`src/rtl/hoop_renderer_pkg.sv`:
```
// Shared constants and state encodings for the hoop renderer.
// Colours are 12-bit {R,G,B}, 4 bits per channel.
// Screen limits match the 640x480 VGA timing used by the pixel path.
package hoop_renderer_pkg;

  localparam logic [11:0] GRAY   = 12'h555;
  localparam logic [11:0] WHITE  = 12'hFFF;
  localparam logic [11:0] BLACK  = 12'h000;
  localparam logic [11:0] RED    = 12'hF00;
  localparam logic [11:0] YELLOW = 12'hFF0;

  localparam int H_MAX = 640;
  localparam int V_MAX = 480;

  typedef enum logic {MV_UP, MV_DOWN} motion_e;
  typedef enum logic {FL_IDLE, FL_FLASH} flash_e;

endpackage

```
`src/rtl/hoop_flash_ctrl.sv`:
```
// Score flash controller: runs for FLASH_FRAMES frames after a score pulse.
// State changes only on score or frame_tick; outputs are register-driven.
// No backpressure: score always reloads, even mid-flash or on the final tick.
module hoop_flash_ctrl
  import hoop_renderer_pkg::*;
#(
  parameter int FLASH_FRAMES = 30,
  parameter int FLASH_PERIOD = 4
) (
  input  logic clk,
  input  logic rst_n,
  input  logic frame_tick,
  input  logic score,
  output logic flashing,
  output logic phase
);

  localparam int FW = (FLASH_FRAMES > 1) ? $clog2(FLASH_FRAMES) : 1;
  localparam int PW = (FLASH_PERIOD > 1) ? $clog2(FLASH_PERIOD) : 1;

  flash_e        state_q, state_d;
  logic [FW-1:0] fcnt_q, fcnt_d;
  logic [PW-1:0] pcnt_q, pcnt_d;
  logic          phase_q, phase_d;

  // State, frame counter and phase counter registers.
  always_ff @(posedge clk or negedge rst_n) begin
    if (!rst_n) begin
      state_q <= FL_IDLE;
      fcnt_q  <= '0;
      pcnt_q  <= '0;
      phase_q <= 1'b0;
    end else begin
      state_q <= state_d;
      fcnt_q  <= fcnt_d;
      pcnt_q  <= pcnt_d;
      phase_q <= phase_d;
    end
  end

  // Next state: score reloads unconditionally and beats a coincident tick.
  always_comb begin
    state_d = state_q;
    fcnt_d  = fcnt_q;
    pcnt_d  = pcnt_q;
    phase_d = phase_q;
    if (score) begin
      state_d = FL_FLASH;
      fcnt_d  = FW'(FLASH_FRAMES - 1);
      pcnt_d  = '0;
      phase_d = 1'b0;
    end else if (state_q == FL_FLASH && frame_tick) begin
      if (fcnt_q == '0) begin
        state_d = FL_IDLE;
        pcnt_d  = '0;
        phase_d = 1'b0;
      end else begin
        fcnt_d = fcnt_q - FW'(1);
        if (pcnt_q == PW'(FLASH_PERIOD - 1)) begin
          pcnt_d  = '0;
          phase_d = ~phase_q;
        end else begin
          pcnt_d = pcnt_q + PW'(1);
        end
      end
    end
  end

  assign flashing = (state_q == FL_FLASH);
  assign phase    = phase_q;

endmodule

```
`src/rtl/hoop_renderer.sv`:
```
// Draws rim, backboard and pole around a run-time hoop position; oscillates and flashes.
// Pixel path latency 1 cycle; position/flash update only on frame_tick.
// No backpressure: produces one registered pixel result every clock.
module hoop_renderer
  import hoop_renderer_pkg::*;
#(
  parameter int RIM_W        = 20,
  parameter int RIM_H        = 4,
  parameter int BOARD_W      = 4,
  parameter int BOARD_H      = 61,
  parameter int BOARD_Y_OFS  = 54,
  parameter int POLE_W       = 6,
  parameter int POLE_Y_OFS   = 34,
  parameter int HOME_X       = 610,
  parameter int HOME_Y       = 254,
  parameter int MOVE_RANGE   = 40,
  parameter int FLASH_FRAMES = 30,
  parameter int FLASH_PERIOD = 4
) (
  input  logic        clk,
  input  logic        rst_n,
  input  logic        frame_tick,
  input  logic        move_en,
  input  logic        score,
  input  logic        video_on,
  input  logic [9:0]  pixel_x,
  input  logic [9:0]  pixel_y,
  output logic [11:0] object_rgb,
  output logic        object_on,
  output logic [9:0]  hoop_x,
  output logic [9:0]  hoop_y,
  output logic        flashing
);

  localparam logic [9:0] TOP_Y  = 10'(HOME_Y - MOVE_RANGE);
  localparam logic [9:0] BOT_Y  = 10'(HOME_Y);

  localparam logic signed [10:0] RIM_W_S   = 11'(RIM_W);
  localparam logic signed [10:0] RIM_H_S   = 11'(RIM_H);
  localparam logic signed [10:0] BOARD_W_S = 11'(BOARD_W);
  localparam logic signed [10:0] BOARD_H_S = 11'(BOARD_H);
  localparam logic signed [10:0] BOARD_OFS = 11'(BOARD_Y_OFS);
  localparam logic signed [10:0] POLE_W_S  = 11'(POLE_W);
  localparam logic signed [10:0] POLE_OFS  = 11'(POLE_Y_OFS);
  localparam logic signed [10:0] LAST_ROW  = 11'(V_MAX - 1);

  motion_e     dir_q, dir_d;
  logic [9:0]  hy_q, hy_d;
  logic [11:0] rgb_q, rgb_d;
  logic        on_q, on_d;
  logic        phase;

  logic signed [10:0] px_s, py_s, hx_s, hy_s, side_x, board_top, pole_top;
  logic               rim_hit, board_hit, pole_hit;

  hoop_flash_ctrl #(
    .FLASH_FRAMES(FLASH_FRAMES),
    .FLASH_PERIOD(FLASH_PERIOD)
  ) u_flash (
    .clk        (clk),
    .rst_n      (rst_n),
    .frame_tick (frame_tick),
    .score      (score),
    .flashing   (flashing),
    .phase      (phase)
  );

  // Motion state and registered pixel output.
  always_ff @(posedge clk or negedge rst_n) begin
    if (!rst_n) begin
      dir_q <= MV_UP;
      hy_q  <= BOT_Y;
      rgb_q <= BLACK;
      on_q  <= 1'b0;
    end else begin
      dir_q <= dir_d;
      hy_q  <= hy_d;
      rgb_q <= rgb_d;
      on_q  <= on_d;
    end
  end

  // Vertical oscillation: a turnaround tick reverses direction without moving.
  always_comb begin
    dir_d = dir_q;
    hy_d  = hy_q;
    if (frame_tick && move_en) begin
      if (dir_q == MV_UP) begin
        if (hy_q == TOP_Y) dir_d = MV_DOWN;
        else               hy_d  = hy_q - 10'd1;
      end else begin
        if (hy_q == BOT_Y) dir_d = MV_UP;
        else               hy_d  = hy_q + 10'd1;
      end
    end
  end

  // Geometry compare in 11-bit signed so offsets above the rim cannot wrap.
  always_comb begin
    px_s      = signed'({1'b0, pixel_x});
    py_s      = signed'({1'b0, pixel_y});
    hx_s      = 11'(HOME_X);
    hy_s      = signed'({1'b0, hy_q});
    side_x    = hx_s + RIM_W_S;
    board_top = hy_s - BOARD_OFS;
    pole_top  = hy_s - POLE_OFS;
    rim_hit   = (px_s >= hx_s) && (px_s < side_x) &&
                (py_s >= hy_s) && (py_s < hy_s + RIM_H_S);
    board_hit = (px_s >= side_x) && (px_s < side_x + BOARD_W_S) &&
                (py_s >= board_top) && (py_s < board_top + BOARD_H_S);
    pole_hit  = (px_s >= side_x) && (px_s < side_x + POLE_W_S) &&
                (py_s >= pole_top) && (py_s <= LAST_ROW);
  end

  // Colour select with rim > board > pole priority; blanking forces black.
  always_comb begin
    on_d  = 1'b0;
    rgb_d = BLACK;
    if (video_on) begin
      if (rim_hit) begin
        on_d  = 1'b1;
        rgb_d = (flashing && phase) ? YELLOW : RED;
      end else if (board_hit) begin
        on_d  = 1'b1;
        rgb_d = WHITE;
      end else if (pole_hit) begin
        on_d  = 1'b1;
        rgb_d = GRAY;
      end
    end
  end

  assign object_rgb = rgb_q;
  assign object_on  = on_q;
  assign hoop_x     = 10'(HOME_X);
  assign hoop_y     = hy_q;

endmodule
```
`config.mk`:
```
export PLATFORM = sky130hd
export DESIGN_NAME = hoop_renderer
export DESIGN_NICKNAME = d
export VERILOG_FILES = /design/src/rtl/hoop_renderer_pkg.sv /design/src/rtl/hoop_flash_ctrl.sv /design/src/rtl/hoop_renderer.sv
export SDC_FILE = /design/constraint.sdc
export NUM_CORES = 1
export LEC_CHECK = 0
export CORE_ASPECT_RATIO = 0.75
export CORE_MARGIN = 1
export CORE_UTILIZATION = 45
export CTS_CLUSTER_DIAMETER = 100
export DETAILED_ROUTE_END_ITERATION = 7
export PLACE_DENSITY = 0.7
export SYNTH_ARGS = -nofsm -noshare
export SYNTH_HDL_FRONTEND = slang
export SYNTH_SLANG_ARGS = --single-unit
export TNS_END_PERCENT = 100
```
`constraint.sdc`:
```
create_clock -name clk -period 4.8 [get_ports clk]
set_clock_uncertainty 0.1 [all_clocks]
set_input_delay 0.96 -clock clk [delete_from_list [all_inputs] [get_ports clk]]
set_output_delay 0.96 -clock clk [all_outputs]
set_load 0.05 [all_outputs]
```
Word level (Yosys, flattened, before mapping)
Index checks and enable logic that the tools add are counted.

word-level totals
  bits in registers = 33
  latch bits = 0
  memory bits (writable) = 0
  bits in read-only memories = 0
  input bits = 26
  output and inout bits = 34
  word-level logic and storage cells = 83
  memories kept = 0

operators by class
  add/sub/neg operators = 8
  $mul = 0
  divide/modulo/power cells = 0
  magnitude comparators = 11
  equality and inequality tests = 6
  shift-type cells = 0
  mux-type cells = 29
  bitwise operators = 1
  reduce and logical (&&, ||, !) cells = 20

operators with widths
  kind                                                             number
  2-to-1 mux 12 bit                                                3
  less-than comparator 10 bit, second input constant               3
  2-to-1 mux 10 bit                                                3
  >= comparator 11 bit                                             2
  less-than comparator 11 bit                                      2
  subtractor 10 x 6 -> 11 bit, second input constant               2
  equality test 10 x 8 -> 1 bit, second input constant             2
  >= comparator 10 bit, second input constant                      2
  2-to-1 mux 5 bit                                                 3
  2-to-1 mux 1 bit                                                 14
  logical AND 1 bit                                                12
  adder 10 x 3 -> 11 bit, second input constant                    1
  adder 11 x 7 -> 11 bit, second input constant                    1
  2-to-1 mux 11 bit                                                1
  adder 10 x 1 -> 10 bit, second input constant                    1
  >= comparator 10 bit                                             1
  less-or-equal comparator 10 x 9 -> 1 bit, second input constant  1
  subtractor 10 x 1 -> 10 bit, second input constant               1
  2-to-1 mux 2 bit                                                 4
  2-to-1 mux 8 bit                                                 1
  != test 2 bit, second input constant                             3
  AND reduction 2 bit                                              3
  logical NOT 5 bit                                                1
  subtractor 5 x 1 -> 5 bit, second input constant                 1
  6 further kinds                                                  7

Depth between registers and ports, before layout
Gate-level depths: netlist (run 1).

  word-level depth = 8
  depth in mapped cells = 15
  gate-level depth less buffers = 14

Cells and area by module
A second synthesis (run 1) with hierarchy kept.

second synthesis, totals
  cells, all modules = 394
  area total of the unflattened synthesis = 3,379.5 um^2

modules (own cells, without submodules)
  module           times used  cells an instance  area each (um^2)  sequential area each (um^2)
  hoop_renderer    1           348                2,925.3           459.2
  hoop_flash_ctrl  1           46                 454.2             225.2

Least setup slack after synthesis (run 1)
No wires, ideal clock.

  path type = register to register
  start = reg hy_q[3], in the netlist hoop_y[3]
  end = reg rgb_q[6], in the netlist object_rgb[6]
  setup time = 0.124 ns
  arrival = 3.558 ns
  data required time = 4.576 ns
  slack = 1.018 ns
  stages on the path, launching flop included = 16
  buffers on the path = 1
  clock period less this slack = 3.782 ns
  cell sequence = dfstp_2 -> buf_6 -> inv_1 -> ha_1 -> a21oi_4 -> nor3_4 -> nor3_1 -> xnor2_1 -> ha_1 -> a2111oi_0 -> o21ai_0 -> a211oi_1 -> a2111oi_4 -> mux2i_1 -> a2111oi_4 -> o31a_1

between the ends
  word-level cells in the longest chain between the ends = 8
  elaborated cells on any way between the ends = 19
  those cells by class = 4 x add/sub; 5 x order compare; 4 x mux; 6 x reduce/logical

ends and longest elaborated chain
  item                                                                                 line                  RTL
  from (decl)                                                                          hoop_renderer.sv:48   logic [9:0] hy_q, hy_d;
  from (signal assigned)                                                               hoop_renderer.sv:77   hy_q <= hy_d;
  parallel branches: the longest is 6 deep, another holds subtractor 10 x 6 -> 11 bit  -
  2-to-1 mux 12 bit *                                                                  hoop_renderer.sv:120  if (rim_hit) begin
  2-to-1 mux 12 bit *                                                                  hoop_renderer.sv:119  if (video_on) begin
  to (signal assigned)                                                                 hoop_renderer.sv:78   rgb_q <= rgb_d;
  to (decl)                                                                            hoop_renderer.sv:49   logic [11:0] rgb_q, rgb_d;

Every way passes the cells marked *.
A chain may end at the register's enable or synchronous reset.

Final worst setup path (run 1)
Ends and elaborated chain as after synthesis.

==> impl_metrics.py, run 1 <==
metrics = {
    "synth": {
        "synth-xor-area-share_pct": 10.2,
        "synth.area.mux_share_pct": 1.46,
        "synth_area_mm2": 0.00342,
        "avgSynthCellArea_um2": 9.00,
        "synth_compound_area_share_pct": 21.3,
        "ys_async_sr_fraction_pct": 100,
        "synth_top_family_by_area": "adder cells",
        "synth_cell_type_count": 65,
        "synth_warnings": 0,
        "synthCells": 380,
        "synth_ff_type": "dfrtp_1",
        "ys_seq_area_share_pct": 20.0,
        "synthAdderAreaFrac_pct": 23.6,
        "synth-seq-cells": 27,
        "yosys.area_share.simple_pct": 15.4,
        "synth_edf_count": 0,
    },
    "floorplanning": {
        "die_w_um": 103,
        "dieArea_mm2": 0.00796,
        "die_h_um": 77.5,
        "ioPinCount": 60,
        "start_util_pct": 46.4,
        "core_region_area_mm2": 0.00736,
        "num_rows": 27,
    },
    "clock_tree": {
        "cts_buffers": 3,
        "path_clk_slew_ps": 100,
        "clock_sinks": 27,
        "htree_levels": 1,
        "cts_tree": "built",
        "ctsHoldBuffers": 0,
        "clk_path_buf_depth": 2,
        "post_cts_buffers": 0,
        "ctsResizeCount": 0,
        "root_buffer": "clkbuf_8",
        "clkLatencyLatePin_ps": 280,
    },
    "sta": {
        "layout_min_cycle_time_ps": 4150,
        "relSlewSlack_pct": 25.8,
        "max_freq_mhz": 241,
        "period_share_pct": 86.5,
        "slew_viol_final": 0,
        "hold_viol_final": 0,
        "rsz0062_at_grt": "false",
        "tightestPinTransition_ps": 1110,
        "fin_tns_setup_ps": 0,
        "setup_viol": 0,
        "holdWs_ps": 427,
    },
    "critical_path": {
        "cp-end-kind": "flop",
        "critPathLaunchType": "flop",
        "critPathKind": "reg2reg",
        "path_max_fanout": 12,
        "critPathRequiredTime_ps": 4880,
        "cp.arrival_ps": 4230,
    },
    "global_route": {
        "grt_max_degree": 20,
        "antenna_found_initial": 0,
        "track_usage_pct": 20.8,
        "grt_pass1_vias": 2723,
        "grt_pass1_wl_um": 13200,
        "grt_overflow": 0,
    },
    "drt": {
        "wl_per_cell_um": 14.8,
        "viasPerCell": 5.42,
        "vias": 2815,
        "first_iter_violations": 103,
        "drt_first_pass_iters": 4,
        "drcViolationCount": 0,
        "routed_wirelength_um": 7700,
        "postRouteAntennaNets": 0,
    },
    "place": {
        "dp.cells": 515,
        "postPlaceCellArea_mm2": 0.00389,
        "place_hpwl_um": 6220,
        "gp_congestion": 0.901,
        "io_buffers": 48,
    },
    "layout": {
        "layout_commonest_cell": "ha_1",
        "final_cells": 519,
        "drive_gt1_share_pct": 6.46,
        "layout_common_cells": "ha_1, clkdlybuf4s50_1, xnor2_1",
        "area_delta_synth_final_pct": 15.3,
        "antenna_cells": 0,
        "stdcell_area_mm2": 0.00394,
        "nNetsFinal": 509,
    },
    "power_and_ir_drop": {
        "ir_drop_mv": 0.368,
        "power_density_mw_per_mm2": 619,
        "leakage_nw": 1.71,
    },
    "status": {
        "status": "complete, no violations",
    },
    "hold_path": {
        "hold_path.class": "reg2reg",
    },
    "flow_run": {
        "max_cap_viol_count": 0,
    },
}
## cells by family (layout without fill, tap and decap cells)
logic type	after synthesis	count (layout)
xor+xnor	39	39
fa+ha+maj	64	64
compound gates	98	98
mux	5	5
flops	27	27
other cells	2	10
buf+inv	47	77
simple gates	98	98
## synthesized netlist by cell type, types with 5 or more instances
cell type	number	area share, %
a211oi_1	6	1.3
a21o_1	9	2.0
a21oi_1	23	3.4
buf_4	16	3.5
dfrtp_1	20	15
dfstp_2	7	5.4
ha_1	63	23
inv_1	20	2.2
mux2i_1	5	1.5
nand2_1	21	2.3
nand2b_1	9	1.6
nand3_1	11	1.6
nand4_1	5	0.91
nor2_1	17	1.9
nor3_1	10	1.5
o21a_1	6	1.3
o21ai_0	14	2.0
o21ai_1	10	1.5
xnor2_1	31	7.9
xor2_1	7	1.8
## per-stage QoR
stage	total power, W	utilization (%)	setup WS [ps]
2_1_floorplan	0.00189	-	1020
3_3_place_gp	0.00224	52.9	799
3_5_place_dp	0.00230	52.9	650
4_1_cts	0.00245	53.5	643
5_1_grt	0.00271	53.5	228
6_report	0.00244	53.5	646
## report_power, final
part | internal, W | leakage [nW] | switching [W]
registers | 0.000297 | 0.314 | 0.000158
clock network | 0.0000591 | 0.0217 | 0.0000769
logic | 0.000785 | 1.37 | 0.00106
total | 0.00114 | 1.71 | 0.00130
## sequential cells by signal, indices dropped and copies added (netlist names)
signal / flops
dir_q: 1
hoop_y: 10
object_on: 1
object_rgb: 6
u_flash.fcnt_q: 5
u_flash.flashing: 1
u_flash.pcnt_q: 2
u_flash.phase: 1
## worst paths after layout
path,startpoint,to,depth (start not counted),slack [ps]
setup / recovery,hoop_y[3],object_rgb[6],14,650
hold / removal,u_flash.pcnt_q[1],u_flash.pcnt_q[1],2,430
setup reg to reg,hoop_y[3],object_rgb[6],14,650
hold reg to reg,u_flash.pcnt_q[1],u_flash.pcnt_q[1],2,430
max in group asynchronous,rst_n,hoop_y[2],2,2820
min in group asynchronous,rst_n,u_flash.fcnt_q[4],1,1050
## critical path, stage by stage, from the launching register on
cell,delay (ps)
dfstp_2,720
inv_1,220
ha_1,300
a21oi_4,220
nor3_4,80
nor3_1,210
xnor2_1,220
ha_1,320
a2111oi_0,390
o21ai_0,150
a211oi_1,340
a2111oi_4,50
mux2i_1,330
a2111oi_4,120
o31a_1,290
## cell type report
cell class / instances / area (um^2)
Timing Repair Buffer: 49 / 488
Clock buffer: 3 / 41.3
Fill cell: 730 / 3420
Multi-Input combinational cell: 314 / 2500
Clock inverter: 1 / 7.51
Sequential cell: 27 / 684
Tap cell: 101 / 126
Inverter: 24 / 97.6
## per-layer routing
metal	vias up	routed length, um	share of wire, %	GRT usage (%)
met2	77	3360	44	32.6
met4	0	34	0.44	3.43
met5	-	0	0	0
met1	1311	3890	51	30.2
li1	1423	-	-	-
met3	4	416	5.4	3.15
Note: power is estimated with default switching activity, not from simulation.
==> run 2: changes to the inputs <==
Settings changed: SKIP_CTS_REPAIR_TIMING from default to 1.
==> results of run 2 <==
No change in the layout: final DEF, timing and power equal those of run 1.
==> run 3: changes to the inputs <==
Settings changed: ABC_AREA from default to 1.
==> run 3 against run 2 <==
Net effect:
- synthesized area up 2.6%
- non-clock buffer count unchanged
- combinational power up 17%
- worst hold slack worse by 7.8 ps
- flip-flop and latch count unchanged
- synthesized cell count up 29%
- sequential share of layout area down 0.55 points
- largest power group unchanged
==> impl_metrics.py, run 3 <==
metrics = {
    "global_route": {
        "track_usage_pct": 20.6,
        "grt_overflow": 0,
        "antenna_found_initial": 0,
        "grt_max_degree": 17,
        "grt_pass1_wl_um": 13800,
        "grt_pass1_vias": 3008,
    },
    "drt": {
        "drt_first_pass_iters": 4,
        "first_iter_violations": 162,
        "viasPerCell": 5.09,
        "routed_wirelength_um": 7960,
        "vias": 3230,
        "wl_per_cell_um": 12.6,
        "postRouteAntennaNets": 0,
        "drcViolationCount": 0,
    },
    "power_and_ir_drop": {
        "leakage_nw": 2.01,
        "ir_drop_mv": 0.405,
        "pwr-share-seq_pct": 16.4,
        "p_sw_w": 0.00156,
        "pwr-share-comb_pct": 78.7,
        "pwr-share-clk_pct": 4.9,
        "internal_power_w": 0.00119,
        "switching_share_pct": 56.8,
        "power_density_mw_per_mm2": 675,
    },
    "critical_path": {
        "rr_startpoint": "hoop_y[1]",
        "cp-end-kind": "flop",
        "r2r_setup_slack_ps": 1590,
        "path_max_fanout": 9,
        "rr_endpoint": "object_rgb[6]",
        "cp.arrival_ps": 3340,
        "r2r_cells": 18,
        "critPathLaunchType": "flop",
        "critPathKind": "reg2reg",
        "critPathRequiredTime_ps": 4930,
        "cp-endpoint": "object_rgb[6]",
        "crit_start": "hoop_y[1]",
    },
    "floorplanning": {
        "start_util_pct": 47.2,
        "ioPinCount": 60,
        "dieArea_mm2": 0.00816,
        "die_w_um": 104,
        "core_region_area_mm2": 0.00743,
        "num_rows": 27,
        "die_h_um": 78.5,
    },
    "synth": {
        "synth_cell_type_count": 39,
        "synthCells": 490,
        "synth_warnings": 0,
        "avgSynthCellArea_um2": 7.16,
        "ys_seq_area_share_pct": 19.5,
        "ys_async_sr_fraction_pct": 100,
        "yosys.area.top_type_share_pct": 22.5,
        "yosysMostFrequentCell": "nand2_1",
        "synth.largest_area_cell": "ha_1",
        "synth-seq-cells": 27,
        "synth_area_mm2": 0.00351,
        "synth.area.top_cells": "ha_1, dfrtp_1, nand2_1",
        "yosys-top-cells-count": "nand2_1, ha_1, inv_1, nand3_1",
        "synth_ff_type": "dfrtp_1",
        "synth_edf_count": 0,
    },
    "sta": {
        "layout_min_cycle_time_ps": 3210,
        "rsz0062_at_grt": "false",
        "max_freq_mhz": 312,
        "finalWorstSetupSlack_ps": 1590,
        "slew_viol_final": 0,
        "period_share_pct": 66.9,
        "setup_viol": 0,
        "tightestPinTransition_ps": 716,
        "hold_viol_final": 0,
        "relSlewSlack_pct": 52.1,
        "fin_tns_setup_ps": 0,
    },
    "hold_path": {
        "hold_path.class": "reg2reg",
    },
    "layout": {
        "layout_common_cells": "nand2_1, ha_1, inv_1",
        "layout_commonest_cell": "nand2_1",
        "largest_register_ffs": 10,
        "antenna_cells": 0,
        "drive_gt1_share_pct": 8.44,
        "final_util_pct": 54.8,
        "nNetsFinal": 624,
        "final_cells": 634,
        "area_delta_synth_final_pct": 16.0,
    },
    "clock_tree": {
        "cts_buffers": 3,
        "clock_sinks": 27,
        "htree_levels": 1,
        "root_buffer": "clkbuf_8",
        "clk_path_buf_depth": 2,
        "cts_tree": "built",
        "clkLatencyLatePin_ps": 280,
        "path_clk_slew_ps": 100,
    },
    "place": {
        "dp.cells": 630,
        "place_hpwl_um": 6760,
        "io_buffers": 48,
        "gp_congestion": 0.866,
        "detailedPlace.worstSlack_ps": 1580,
    },
    "status": {
        "status": "complete, no violations",
    },
    "flow_run": {
        "max_cap_viol_count": 0,
    },
}
-- run 3: changes by cell type in the layout (fill, tap and decap cells not counted), sizes merged, moves of 9 or more --
cell,delta
inv,+39
nand2b,-9
a21o,-9
nor2,+19
nand2,+90
xnor2,-28
xor2,+11
nand3,+27
a21oi,+11
-- run 3: cell families (layout without fill, tap and decap cells) --
| family | count (synthesis) | in the layout | synth area share (%) |
|---|---|---|---|
| other cells | 2 | 10 | 0.214 |
| flops | 27 | 27 | 19.5 |
| simple gates | 216 | 216 | 28.4 |
| fa+ha+maj | 64 | 64 | 23.0 |
| buf+inv | 82 | 117 | 10.7 |
| xor+xnor | 22 | 22 | 5.49 |
| compound gates | 77 | 77 | 12.7 |
-- run 3: critical path, cell delays in order, from the launching register on --
cell and delay, ps:
dfstp_2 670, inv_1 140, ha_1 420, a21oi_1 270, nand2_1 80, nor2_1 150
nand2_1 70, nand2_1 90, nor3_1 70, xor2_1 150, ha_1 190, o21bai_1 150
nor2_1 110, nand2_1 70, nor2_2 90, nand3_2 100, nand3_1 100, nand2_2 80
nor2_2 70
-- run 3: how the worst min path moves through the flow --
stage | slack [ps] | cells past startpoint | to | startpoint
global placement | 380 | 2 | dir_q | dir_q
finish | 420 | 2 | dir_q | dir_q
floorplan | 360 | 2 | dir_q | dir_q
global route | 460 | 2 | dir_q | dir_q
CTS | 420 | 2 | dir_q | dir_q
detailed placement | 400 | 2 | dir_q | dir_q
-- run 3: metal layers --
layer	track usage [%]	part of all wire [%]	vias to the layer above
li1	-	-	1699
met5	0	0	-
met3	1.74	4.4	4
met2	33.3	43	65
met1	29.9	52	1462
met4	3.86	0.72	0
-- run 3: power by group through the flow --
| stage | clock network [W] | logic, W | registers, W |
|---|---|---|---|
| 2_1_floorplan | 0 | 0.00150 | 0.000616 |
| 3_3_place_gp | 0 | 0.00211 | 0.000449 |
| 3_5_place_dp | 0 | 0.00217 | 0.000453 |
| 4_1_cts | 0.000138 | 0.00218 | 0.000449 |
| 5_1_grt | 0.000145 | 0.00246 | 0.000465 |
| 6_report | 0.000135 | 0.00216 | 0.000450 |
-- run 3: area by class of cell --
type	instances	area, um^2
clock buffers	3	41.3
clock inverters	1	7.51
fillers	716	3360
inverters	64	243
multi-input cells	389	2480
flip-flops and latches	27	684
well taps	101	126
repair buffers	49	488
-- run 3: per-stage QoR --
step | cell area (um^2) | total power (W) | hold WS [ps]
floorplan | 3540 | 0.00211 | 363
detailed placement | 4020 | 0.00262 | 396
finish | 4070 | 0.00275 | 419
global placement | 4020 | 0.00256 | 382
CTS | 4070 | 0.00277 | 418
global route | 4070 | 0.00307 | 459
